==> src/rtl/i2s_clkgen_ctrl.sv <==
// I2S master clock generator: gates MCLK, derives BCLK/LRCLK from one frame counter,
// and sequences ADC config changes through a clock-stop hold and a settle wait.
module i2s_clkgen_ctrl #(
    parameter int FS_RATIO_LOG2 = 8,
    parameter int BCLK_LOG2     = 6,
    parameter int HOLD_CYCLES   = 1024,
    parameter int SETTLE_LOG2   = 22
) (
    input  logic       clk_i,
    input  logic       arst_n_i,
    input  logic       cfg_valid_i,
    input  logic       cfg_fmt_i,
    input  logic [1:0] cfg_sf_i,
    output logic       cfg_ready_o,
    output logic       mclk_en_o,
    output logic       bclk_o,
    output logic       lrclk_o,
    output logic       bclk_fall_o,
    output logic       frame_start_o,
    output logic       devices_ready_o,
    output logic       fmt_o,
    output logic       sf0_o,
    output logic       sf1_o
);

    localparam int HW = (HOLD_CYCLES > 2) ? $clog2(HOLD_CYCLES) : 1;
    localparam int BB = FS_RATIO_LOG2 - BCLK_LOG2 - 1;
    localparam int LB = FS_RATIO_LOG2 - 1;
    localparam logic [HW-1:0] HOLD_LAST = HW'(HOLD_CYCLES - 1);

    typedef enum logic [1:0] {S_HOLD, S_SETTLE, S_READY} state_t;

    state_t                   state_q, state_d;
    logic [HW-1:0]            hold_q, hold_d;
    logic [SETTLE_LOG2-1:0]   settle_q, settle_d;
    logic [FS_RATIO_LOG2-1:0] frame_q, frame_d;
    logic                     accept;
    logic                     bclk_fall_q, frame_start_q, dev_rdy_q;
    logic                     fmt_q, sf0_q, sf1_q;

    assign cfg_ready_o = (state_q != S_HOLD);
    assign mclk_en_o   = (state_q != S_HOLD);
    assign accept      = cfg_valid_i && cfg_ready_o;

    always_comb begin
        state_d  = state_q;
        hold_d   = hold_q;
        settle_d = settle_q;
        case (state_q)
            S_HOLD: begin
                if (hold_q == HOLD_LAST) begin
                    state_d = S_SETTLE;
                    hold_d  = '0;
                end else begin
                    hold_d = hold_q + 1'b1;
                end
            end
            S_SETTLE: begin
                if (&settle_q) begin
                    state_d  = S_READY;
                    settle_d = '0;
                end else begin
                    settle_d = settle_q + 1'b1;
                end
            end
            S_READY: ;
            default: state_d = S_HOLD;
        endcase
        // An accepted config always restarts the full stop/settle sequence.
        if (accept) begin
            state_d  = S_HOLD;
            hold_d   = '0;
            settle_d = '0;
        end
        frame_d = (state_q == S_HOLD || state_d == S_HOLD) ? '0 : frame_q + 1'b1;
    end

    // devices_ready_o first rises HOLD_CYCLES + 2**SETTLE_LOG2 + 1 cycles after reset release.
    always_ff @(posedge clk_i or negedge arst_n_i) begin
        if (!arst_n_i) begin
            state_q       <= S_HOLD;
            hold_q        <= '0;
            settle_q      <= '0;
            frame_q       <= '0;
            bclk_fall_q   <= 1'b0;
            frame_start_q <= 1'b0;
            dev_rdy_q     <= 1'b0;
            fmt_q         <= 1'b0;
            sf0_q         <= 1'b0;
            sf1_q         <= 1'b0;
        end else begin
            state_q       <= state_d;
            hold_q        <= hold_d;
            settle_q      <= settle_d;
            frame_q       <= frame_d;
            bclk_fall_q   <= (state_d != S_HOLD) && frame_q[BB] && !frame_d[BB];
            frame_start_q <= (state_d != S_HOLD) && frame_q[LB] && !frame_d[LB];
            dev_rdy_q     <= (state_q == S_READY) && !accept;
            if (accept) begin
                fmt_q <= cfg_fmt_i;
                sf0_q <= cfg_sf_i[0];
                sf1_q <= cfg_sf_i[1];
            end
        end
    end

    assign bclk_o          = frame_q[BB];
    assign lrclk_o         = frame_q[LB];
    assign bclk_fall_o     = bclk_fall_q;
    assign frame_start_o   = frame_start_q;
    assign devices_ready_o = dev_rdy_q;
    assign fmt_o           = fmt_q;
    assign sf0_o           = sf0_q;
    assign sf1_o           = sf1_q;

endmodule

==> config.mk <==
export PLATFORM = sky130hd
export DESIGN_NAME = i2s_clkgen_ctrl
export DESIGN_NICKNAME = d
export VERILOG_FILES = /design/src/rtl/i2s_clkgen_ctrl.sv
export SDC_FILE = /design/constraint.sdc
export NUM_CORES = 1
export LEC_CHECK = 0
export CAP_MARGIN = 20
export CELL_PAD_IN_SITES_DETAIL_PLACEMENT = 0
export CELL_PAD_IN_SITES_GLOBAL_PLACEMENT = 1
export CORE_ASPECT_RATIO = 1.2
export CORE_MARGIN = 2
export CORE_UTILIZATION = 41
export DETAILED_ROUTE_END_ITERATION = 7
export DONT_BUFFER_PORTS = 1
export GPL_ROUTABILITY_DRIVEN = 0
export PLACE_DENSITY = 0.78
export REMOVE_ABC_BUFFERS = 1
export SETUP_SLACK_MARGIN = 0.3
export SYNTH_ARGS = -nofsm -noshare
export SYNTH_HDL_FRONTEND = slang
export SYNTH_SLANG_ARGS = --single-unit
==> constraint.sdc <==
create_clock -name clk_i -period 2.3 [get_ports clk_i]
set_input_delay 0.23 -clock clk_i [delete_from_list [all_inputs] [get_ports clk_i]]
set_output_delay 0.23 -clock clk_i [all_outputs]
set_load 0.02 [all_outputs]
==> impl_metrics.yaml <==
placed_design:
  place_area_um2: 2630
  dpl.hpwl_um: 3530
  placedCellCount: 347
  io_buffer_count: 0
worst_setup_path:
  crit_arrival_ps: 2120
  timing.reg2reg.setup_slack_ps: 380
  cpMaxStageDelayCell: "sky130_fd_sc_hd__dfrtp_1"
  cp_data_required_time_ps: 2500
  worst_r2r_path_depth: 6
  worstReg2RegStart: "settle_q[3]$_DFFE_PN0P_"
  cp_cell_sequence: "nand4_1 -> nor3_4 -> buf_6 -> a21oi_4 -> buf_4 -> a31o_2"
  path_buf_inv: 2
  startpoint: "settle_q[3]$_DFFE_PN0P_"
  worstSetupPathType: "reg2reg"
  setup.worst_path.end_class: "register"
  timing.critical_path.from_type: "register"
  critical-path-max-stage-delay_ps: 480
  critical-path-top-delay-family: "simple AND/OR/NAND/NOR gates"
  crit_path_max_fanout: 11
  critical_path.reg2reg.endpoint: "settle_q[19]$_DFFE_PN0P_"
logic_synthesis:
  postSynthRegisterBits: 48
  synth_edf_count: 0
  synth.lib_cells_used.distinct: 47
  ys_dominant_reg_cell: "sky130_fd_sc_hd__dfrtp_1"
  cell_types_occupying_the_most_area_after_synthesis: "sky130_fd_sc_hd__dfrtp_1 (47%), sky130_fd_sc_hd__nand2_1 (4.4%), sky130_fd_sc_hd__o21ai_0 (4.3%)"
  syn_area_per_cell_um2: 9.40
  synth.top_cell.area_share_pct: 47.2
  syn_area_um2: 2550
  yosys_warnings: 0
  synth_top_cell_by_area: "sky130_fd_sc_hd__dfrtp_1"
  async_reset_ff_share_pct: 100
  synthCells: 271
  synth-seq-area-share_pct: 47.2
sta:
  timing.setup.tns_ps: 0
  setup_viol_count_final: 0
  transition_at_the_pin_with_the_smallest_max_transition_slack_ps: 542
  rsz0062_at_grt: "false"
  drv_slew: 0
  fmaxAchievable_ghz: 0.521
  worst_rel_slew_slack_pct: 63.8
  skew_ps: 14.1
  fin_crit_sh_pct: 83.5
  hold_ws_ps: 25.9
  finalCriticalPeriod_ps: 1920
  timing.final.hold_violations: 0
min_path:
  min-delay-path-class: "in2reg"
  worst_hold_startpoint: "cfg_sf_i[1]"
  hold-path-cell-count: 2
  worst_hold_path.endpoint: "sf1_o$_DFFE_PN0P_"
global_routing:
  maximum_number_of_pins_on_one_net_before_global_route_repair: 49
  number_of_global_route_vias_before_repair: 2086
  first_pass_grt_wire_length_um: 9630
  grt.total_usage_pct: 16.9
  grt-ovfl-total: 0
  antenna_violations_before_repair: 0
route:
  post-route-drc-count: 0
  drtPass1Iterations: 4
  antenna_violating_nets_post_route: 0
  viasPerCell: 5.51
  via_count: 2006
  postRouteWirelength_um: 5350
  drtIter0Drc: 140
  detail_routed_net_length_per_standard_cell_um: 14.7
floorplanning:
  design.die.area_um2: 6860
  core_footprint_um2: 6010
  initial_core_util_pct: 42.4
  fp-row-count: 31
  die_h_um: 90.3
  die_span_in_x_um: 76.0
  io_pins: 16
job:
  number_of_maximum_capacitance_constraint_violations: 0
layout:
  fraction_of_layout_instances_using_a_drive_strength_above_1_pct: 12.8
  most_frequent_cells_in_the_layout: "sky130_fd_sc_hd__dfrtp_1 (48), sky130_fd_sc_hd__nand2_1 (30), sky130_fd_sc_hd__nor2_1 (25), sky130_fd_sc_hd__o21ai_0 (22), sky130_fd_sc_hd__a21oi_1 (21)"
  layout.cells.non_filler: 364
  layout_commonest_cell: "sky130_fd_sc_hd__dfrtp_1"
  finish.net_count: 290
  synthToLayoutAreaGrowth_pct: 12.5
  fillcell_total: 580
  antenna_cells_inserted: 0
  final_cell_area_um2: 2870
power:
  power_density_nw_per_um2: 722
  p_leak_nw: 1.21
  vdd_ir_drop_max_mv: 0.439
clock_tree:
  cts.sink_count: 48
  clock_path_buffers: 2
  cts.clk_slew.worst_paths_ps: 100
  clk_root_buffer_cell: "sky130_fd_sc_hd__clkbuf_8"
  htree_num_levels: 2
  tritoncts_clock_tree: "built"
  cts-buffers-inserted: 5
  clk_latency_ps: 310
run_status:
  run_status: "complete, no violations"
## routing by layer
layer	GRT usage, %	routed length (µm)
met3	3.20	163
met2	28.1	2590
met5	0	0
met1	22.2	2530
met4	5.45	57
## per-stage QoR
stage,power [mW],util [%],setup slack [ps]
3_3_place_gp,1.40,43.7,372
6_report,2.07,47.7,379
2_1_floorplan,1.32,-,268
4_1_cts,2.08,46.5,307
5_1_grt,2.20,47.7,291
3_5_place_dp,1.42,43.7,278
## registers in the layout, summed over array words and instances (netlist names)
register and count:
bclk_fall_o 1, devices_ready_o 1, fmt_o 1, frame_q 8
frame_start_o 1, hold_q 10, settle_q 22, sf0_o 1
sf1_o 1, state_q 2
## what timing repair did
item,in CTS,in global routing
hold buffers,3,0
endpoints found under the hold margin,50,0
gates resized for setup,1,2
pin swaps,0,5
endpoints found under the setup margin,2,11
buffers inserted,0,5
gates cloned,0,1
## final cells by class
| class | instances | area [µm²] | share of cell area, % |
|---|---|---|---|
| Clock buffer | 5 | 68.8 | 2.40 |
| Clock inverter | 3 | 47.5 | 1.66 |
| Inverter | 4 | 15.0 | 0.524 |
| Multi-Input combinational cell | 206 | 1270 | 44.3 |
| Sequential cell | 48 | 1200 | 41.9 |
| Tap cell | 82 | 103 | 3.58 |
| Timing Repair Buffer | 16 | 161 | 5.63 |
## worst register-to-register path: stages, from the launching register on
cell and delay (ps):
sky130_fd_sc_hd__dfrtp_1 480, sky130_fd_sc_hd__nand4_1 280, sky130_fd_sc_hd__nor3_4 340, sky130_fd_sc_hd__buf_6 200
sky130_fd_sc_hd__a21oi_4 120, sky130_fd_sc_hd__buf_4 180, sky130_fd_sc_hd__a31o_2 220
## how the worst max path moves through the flow
stage	endpoint	depth (start not counted)	slack, ps
after global routing	settle_q[3]$_DFFE_PN0P_	7	290
after detailed placement	settle_q[8]$_DFFE_PN0P_	6	280
after CTS	settle_q[16]$_DFFE_PN0P_	7	310
after floorplan	settle_q[10]$_DFFE_PN0P_	6	270
after global placement	settle_q[10]$_DFFE_PN0P_	6	370
final	settle_q[19]$_DFFE_PN0P_	6	380
## where the power goes
part           leakage, nW  switching [mW]  internal, mW  total (mW)
combinational        0.499           0.184         0.154       0.338
sequential           0.652           0.145         0.955        1.10
clock               0.0583           0.304         0.328       0.631
total                 1.21           0.632          1.44        2.07
## cells by family after synthesis
kind of cell               synth area share (%)
xor gates and xnor gates                   2.75
AOI/OAI and AO/OA                          17.7
DFF                                        47.2
adders and majority gates                  1.47
muxes                                      3.59
and+or+nand+nor                            23.4
buffers and inverters                      3.93
## cell usage after synthesis (all sizes together) (5+ instances only)
| master | count |
|---|---|
| xor2 | 6 |
| a31oi | 6 |
| mux2i | 8 |
| nor2 | 26 |
| and3 | 5 |
| dfrtp | 48 |
| nand3 | 19 |
| o21ai | 23 |
| a21oi | 23 |
| buf | 10 |
| nand4 | 14 |
| nand2 | 30 |
No activity file was read; power rests on OpenSTA's default activity.
==> edit 1 (same settings) <==
The 3 states of `state_t` get a one-hot encoding in 3 bits.
--- a/src/rtl/i2s_clkgen_ctrl.sv
+++ b/src/rtl/i2s_clkgen_ctrl.sv
@@ -29,5 +29,5 @@
     localparam logic [HW-1:0] HOLD_LAST = HW'(HOLD_CYCLES - 1);
 
-    typedef enum logic [1:0] {S_HOLD, S_SETTLE, S_READY} state_t;
+    typedef enum logic [2:0] {S_HOLD = 3'b001, S_SETTLE = 3'b010, S_READY = 3'b100} state_t;
 
     state_t                   state_q, state_d;
Formal check against the unedited RTL: same outputs for any inputs over 10 cycles, from zero or initial values and one cycle with arst_n_i low; not proved beyond that.
==> edit 1 against the unedited design <==
Cell area shrank 4.0%. Synthesized area shrank 3.2%. Utilization grew 0.23 points. Critical path depth grew 1. Sequential cell count grew 1. Critical endpoint is now settle_q[11]$_DFFE_PN0P_. Worst setup slack gained 0.050 ns. Sequential power shrank 4%. Cell count shrank 2.7%. Synthesized cell count shrank 3.3%. Total power shrank 10%. Wire length shrank 4.9%. Sequential share of layout area grew 2.7 points.
==> edit 1: results (changes against the unedited design) <==
[outcome]
outcome=finished, final reports clean

[routing]
vias_per_cell=5.60  ; +1.6%
drtIter0Drc=57  ; -59%
wl_per_cell_um=14.4  ; -2.2%
dr_wl_met3_um=112  ; -31%
wl_met1_um=2370  ; -6.5%
wl_um=5080  ; -4.9%
routed-wl-met2_um=2540  ; -2.1%

[synth]
synth.distinct_cells=43  ; -8.5%
async_reset_ff_share_pct=100  ; unchanged
ys_seq_area_share_pct=49.8  ; +2.6 points
synth.area.top_cells=dfrtp_1 (49%), nand2_1 (5.0%), a21oi_1 (3.9%)
yosys-top-cells-count=dfrtp_1 (48), nand2_1 (33), nor2_1 (20)
syn_area_per_cell_um2=9.41  ; about the same

[global_routing]
grt_max_degree=50  ; +2.0%
grt_usage_pct=17.1  ; +0.25 points
grt_pass1_vias=1898  ; -9.0%
grt_pass1_wl_um=8770  ; -8.9%
antenna_found_initial=0  ; unchanged

[cts]
htree_levels=2  ; unchanged
insertion_delay_ns=0.30
cts_buffer_depth=2  ; unchanged

[placement]
dpl_cell_area_mm2=0.00257  ; -2.2%
dp.cells=342  ; -1.4%
hpwl_um=3390  ; -3.9%
dpl_worst_slack_ns=0.271  ; -0.00700 ns

[power_and_ir_drop]
leakagePower_nw=1.16  ; -4.3%
peakVddDrop_uv=413  ; -6.0%

[cells_and_area]
antennaDiodeCount=0  ; unchanged
final_layout_size_suffix_gt1_share_pct=10.2  ; -2.5 points
largestRegisters=settle_q: 22 flops, hold_q: 10 flops, frame_q: 8 flops
final_nets=282  ; -2.8%

[setup_path]
slowest_stage=or4_1
crit_path_max_incr_delay_ns=0.46  ; -0.02 ns
cp_top_family=simple AND/OR/NAND/NOR gates
crit_fanout=9  ; -2

[worst_hold_path]
hp-class=in -> reg

[timing]
worstMarginPinSlew_ns=0.577  ; +0.0354 ns
skew_ns=0.00635  ; -0.00778 ns

[edit 1: cell count changes after synthesis, moves of 4 or more]
cell and delta:
o41ai_1 -4, and4_1 +4, or3_1 +6, mux2i_1 -6, nand4_1 -5, o21ai_1 +8
a31oi_1 +4, o21ai_0 -6, nor2_1 -5, inv_1 +7
[edit 1: final cells by class]
| cell class | instances | area, µm² |
|---|---|---|
| Sequential cell | 49 | 1230 |
| Clock buffer | 5 | 68.8 |
| Tap cell | 80 | 100 |
| Multi-Input combinational cell | 197 | 1170 |
| Inverter | 10 | 37.5 |
| Fill cell | 561 | 2990 |
| Timing Repair Buffer | 10 | 100 |
| Clock inverter | 3 | 46.3 |
[edit 1: power by group]
group          switching [mW]  total (mW)  internal, mW
sequential              0.120        1.06         0.943
clock                   0.300       0.626         0.326
combinational          0.0897       0.171        0.0816
total                   0.509        1.86          1.35
[edit 1: path summary, 6_finish.rpt]
path                                               from                         to  slack [ns]  cells past startpoint
worst min-delay path                          cfg_fmt_i          fmt_o$_DFFE_PN0P_        0.08                      1
max in group asynchronous                      arst_n_i       state_q[0]$_DFF_PN1_        1.55                      2
worst max-delay path            settle_q[0]$_DFFE_PN0P_   settle_q[11]$_DFFE_PN0P_        0.43                      7
worst min register to register     frame_q[0]$_DFF_PN0_       frame_q[0]$_DFF_PN0_        0.47                      1
worst max register to register  settle_q[0]$_DFFE_PN0P_   settle_q[11]$_DFFE_PN0P_        0.43                      7
min in group asynchronous                      arst_n_i  devices_ready_o$_DFF_PN0_        0.46                      2
[edit 1: what timing repair did]
item,in CTS,in global routing
endpoints found under the hold margin,50,0
resized for setup,1,3
hold buffers,3,0
gates cloned,0,0
pin swaps,0,1
setup endpoints to repair,6,21
setup buffers,0,1
[edit 1: worst register-to-register path: cells and delay by family, from the launching register on]
kind / cells / cell delay [ns]
buf+inv: 1 / 0.15
flops: 1 / 0.42
simple gates: 4 / 0.77
compound gates: 1 / 0.25
fa+ha+maj: 1 / 0.22
[edit 1: logic make-up (layout without fill, tap and decap cells)]
logic type | after synthesis | count (layout) | synth area share (%)
AND/OR/NAND/NOR | 109 | 109 | 23.2
adder cells (fa/ha/maj) | 3 | 3 | 1.52
buffers and inverters | 16 | 28 | 3.25
XOR/XNOR | 7 | 7 | 2.49
flip-flops | 49 | 49 | 49.8
multiplexers | 5 | 5 | 2.18
AO/OA/AOI/OAI | 73 | 73 | 17.6
[edit 1: metal layers]
layer  up-vias  global-route usage, %
li1        977                      -
met1       979                   21.9
met2        23                   28.6
met3         4                   3.72
met4         0                   6.17
met5         -                      0
==> edit 2 (config.mk and constraints unchanged) <==
Made on the original files. The parameter `FS_RATIO_LOG2` goes from 8 to 9.
--- a/src/rtl/i2s_clkgen_ctrl.sv
+++ b/src/rtl/i2s_clkgen_ctrl.sv
@@ -2,5 +2,5 @@
 // and sequences ADC config changes through a clock-stop hold and a settle wait.
 module i2s_clkgen_ctrl #(
-    parameter int FS_RATIO_LOG2 = 8,
+    parameter int FS_RATIO_LOG2 = 9,
     parameter int BCLK_LOG2     = 6,
     parameter int HOLD_CYCLES   = 1024,
Function: same outputs for any inputs over 10 cycles, from zero or initial values and one cycle with arst_n_i low; that may be too few to reach the edited logic, so the function may still have changed.
==> edit 2 against the unedited design <==
Sequential cell count up 1. Worst setup slack better by 0.0088 ns. Cell area up 1.3%. Cell count up 2.5%. Count of clock-buffer cells in the layout unchanged. Synthesized area down 0.15%. Wire length up 3.1%. Critical endpoint is now settle_q[17]$_DFFE_PN0P_. Highest routed layer unchanged.
Power is not compared: it rests on default switching activity, and its combinational part moved more than twofold at a synthesized area within 25%.
==> edit 2: results (changes against the unedited design) <==
[outcome]
outcome=finished, final reports clean

[setup_path]
arrival_ns=2.16  ; +0.04 ns
crit_fanout=7  ; -4

[placement]
hpwl_um=3800  ; +7.7%
dp.cells=360  ; +3.7%
dpl_worst_slack_ns=0.307  ; +0.0292 ns
portBuffers=0  ; unchanged

[cells_and_area]
antennaDiodeCount=0  ; unchanged
final_cell_count_no_fill=373  ; +2.5%
largestRegisters=settle_q: 22 flops, hold_q: 10 flops, frame_q: 9 flops
final_nets=299  ; +3.1%
final_layout_size_suffix_gt1_share_pct=14.1  ; +1.3 points

[timing]
drv_slew=0  ; unchanged
setup_viol=0  ; unchanged
skew_ns=0.0116  ; -0.00257 ns
max_slew_margin_pct=65.1  ; +1.3 points

[cts]
cts_buffer_depth=2  ; unchanged
cts.clk_slew.worst_paths_ns=0.10  ; about the same
htree_levels=2  ; unchanged
numCtsBuffers=5  ; unchanged
insertion_delay_ns=0.31  ; about the same
cts-root-buf=clkbuf_8

[synth]
ys_seq_area_share_pct=48.2  ; +1.1 points
synth.distinct_cells=48  ; +2.1%
yosys-top-cells-count=dfrtp_1 (49), nand2_1 (45), nor2_1 (27)
synth-main-ff-cell=dfrtp_1
yosysWarnings=0  ; unchanged
synth.area.top_cells=dfrtp_1 (48%), nand2_1 (6.6%), nor2_1 (4.0%)
synth_cells=280  ; +3.3%
async_reset_ff_share_pct=100  ; unchanged

[global_routing]
grt_pass1_wl_um=9750  ; +1.3%
antenna_found_initial=0  ; unchanged
grt_usage_pct=17.4  ; +0.50 points
grt_max_degree=50  ; +2.0%
grt_pass1_vias=2059  ; -1.3%

[routing]
vias_per_cell=5.61  ; +1.8%
wl_per_cell_um=14.8  ; +0.58%
first_pass_iters=4  ; unchanged
drtIter0Drc=165  ; +18%

[power_and_ir_drop]
peakVddDrop_uv=421
leakagePower_nw=1.22

[worst_hold_path]
hp-class=in -> reg

edit 2: changes by cell type after synthesis, moves of 5 or more:
cell,before,now
a21oi_1,21,6
nand2_1,30,45
mux2i_1,8,1
and3_1,5,10
xnor2_1,2,7
edit 2: per-layer routing:
metal / global-route usage (%) / vias up / wire (µm)
li1: - / 1027 / -
met1: 22.6 / 1007 / 2430
met3: 3.50 / 9 / 219
met2: 28.7 / 49 / 2770
met5: 0 / - / 0
met4: 6.52 / 0 / 96
edit 2: critical path, stage by stage (launching register included):
cell	delay, ns
dfrtp_2	0.43
nand2_2	0.09
or3_4	0.42
or4_4	0.53
o41a_1	0.32
nand2_1	0.07
edit 2: metrics by stage:
step                      cell area [µm²]  utilization (%)
after floorplan                      2500                -
after global placement               2660             44.3
after detailed placement             2660             44.3
after CTS                            2820             46.9
after global routing                 2900             48.3
final                                2900             48.3
edit 2: cell type report:
| cell class | instances | area, µm² |
|---|---|---|
| fillers | 590 | 3110 |
| clock inverters | 3 | 43.8 |
| repair buffers | 13 | 120 |
| well taps | 82 | 103 |
| multi-input cells | 216 | 1320 |
| flip-flops and latches | 49 | 1230 |
| inverters | 5 | 18.8 |
| clock buffers | 5 | 68.8 |
edit 2: report_power, final:
group / total [mW] / switching (mW) / internal (mW) / leakage [nW]
Combinational: 0.166 / 0.0820 / 0.0835 / 0.521
Sequential: 1.03 / 0.0880 / 0.938 / 0.645
Clock: 0.629 / 0.302 / 0.326 / 0.0585
Total: 1.82 / 0.472 / 1.35 / 1.22
edit 2: logic make-up after synthesis:
| group | synth area share, % |
|---|---|
| DFF | 48.2 |
| buffers and inverters | 2.51 |
| adders and majority gates | 1.48 |
| AOI/OAI and AO/OA | 15.0 |
| muxes | 0.394 |
| xor gates and xnor gates | 5.51 |
| and+or+nand+nor | 27.0 |
edit 2: timing repair:
action                                 4_1_cts  5_1_grt
buffers inserted                             0        3
gates resized for setup                      1       15
setup endpoints to repair                    3       19
pin swaps                                    0        3
hold buffers                                 2        0
endpoints found under the hold margin       49        0
edit 2: final timing paths:
kind	start	end	slack, ns	cells after the start
max	settle_q[3]$_DFFE_PN0P_	settle_q[17]$_DFFE_PN0P_	0.39	5
min	cfg_sf_i[0]	sf0_o$_DFFE_PN0P_	0.02	2
max reg2reg	settle_q[3]$_DFFE_PN0P_	settle_q[17]$_DFFE_PN0P_	0.39	5
min reg2reg	frame_q[0]$_DFF_PN0_	frame_q[0]$_DFF_PN0_	0.49	1
max in group asynchronous	arst_n_i	settle_q[6]$_DFFE_PN0P_	1.64	2
min in group asynchronous	arst_n_i	settle_q[14]$_DFFE_PN0P_	0.44	2
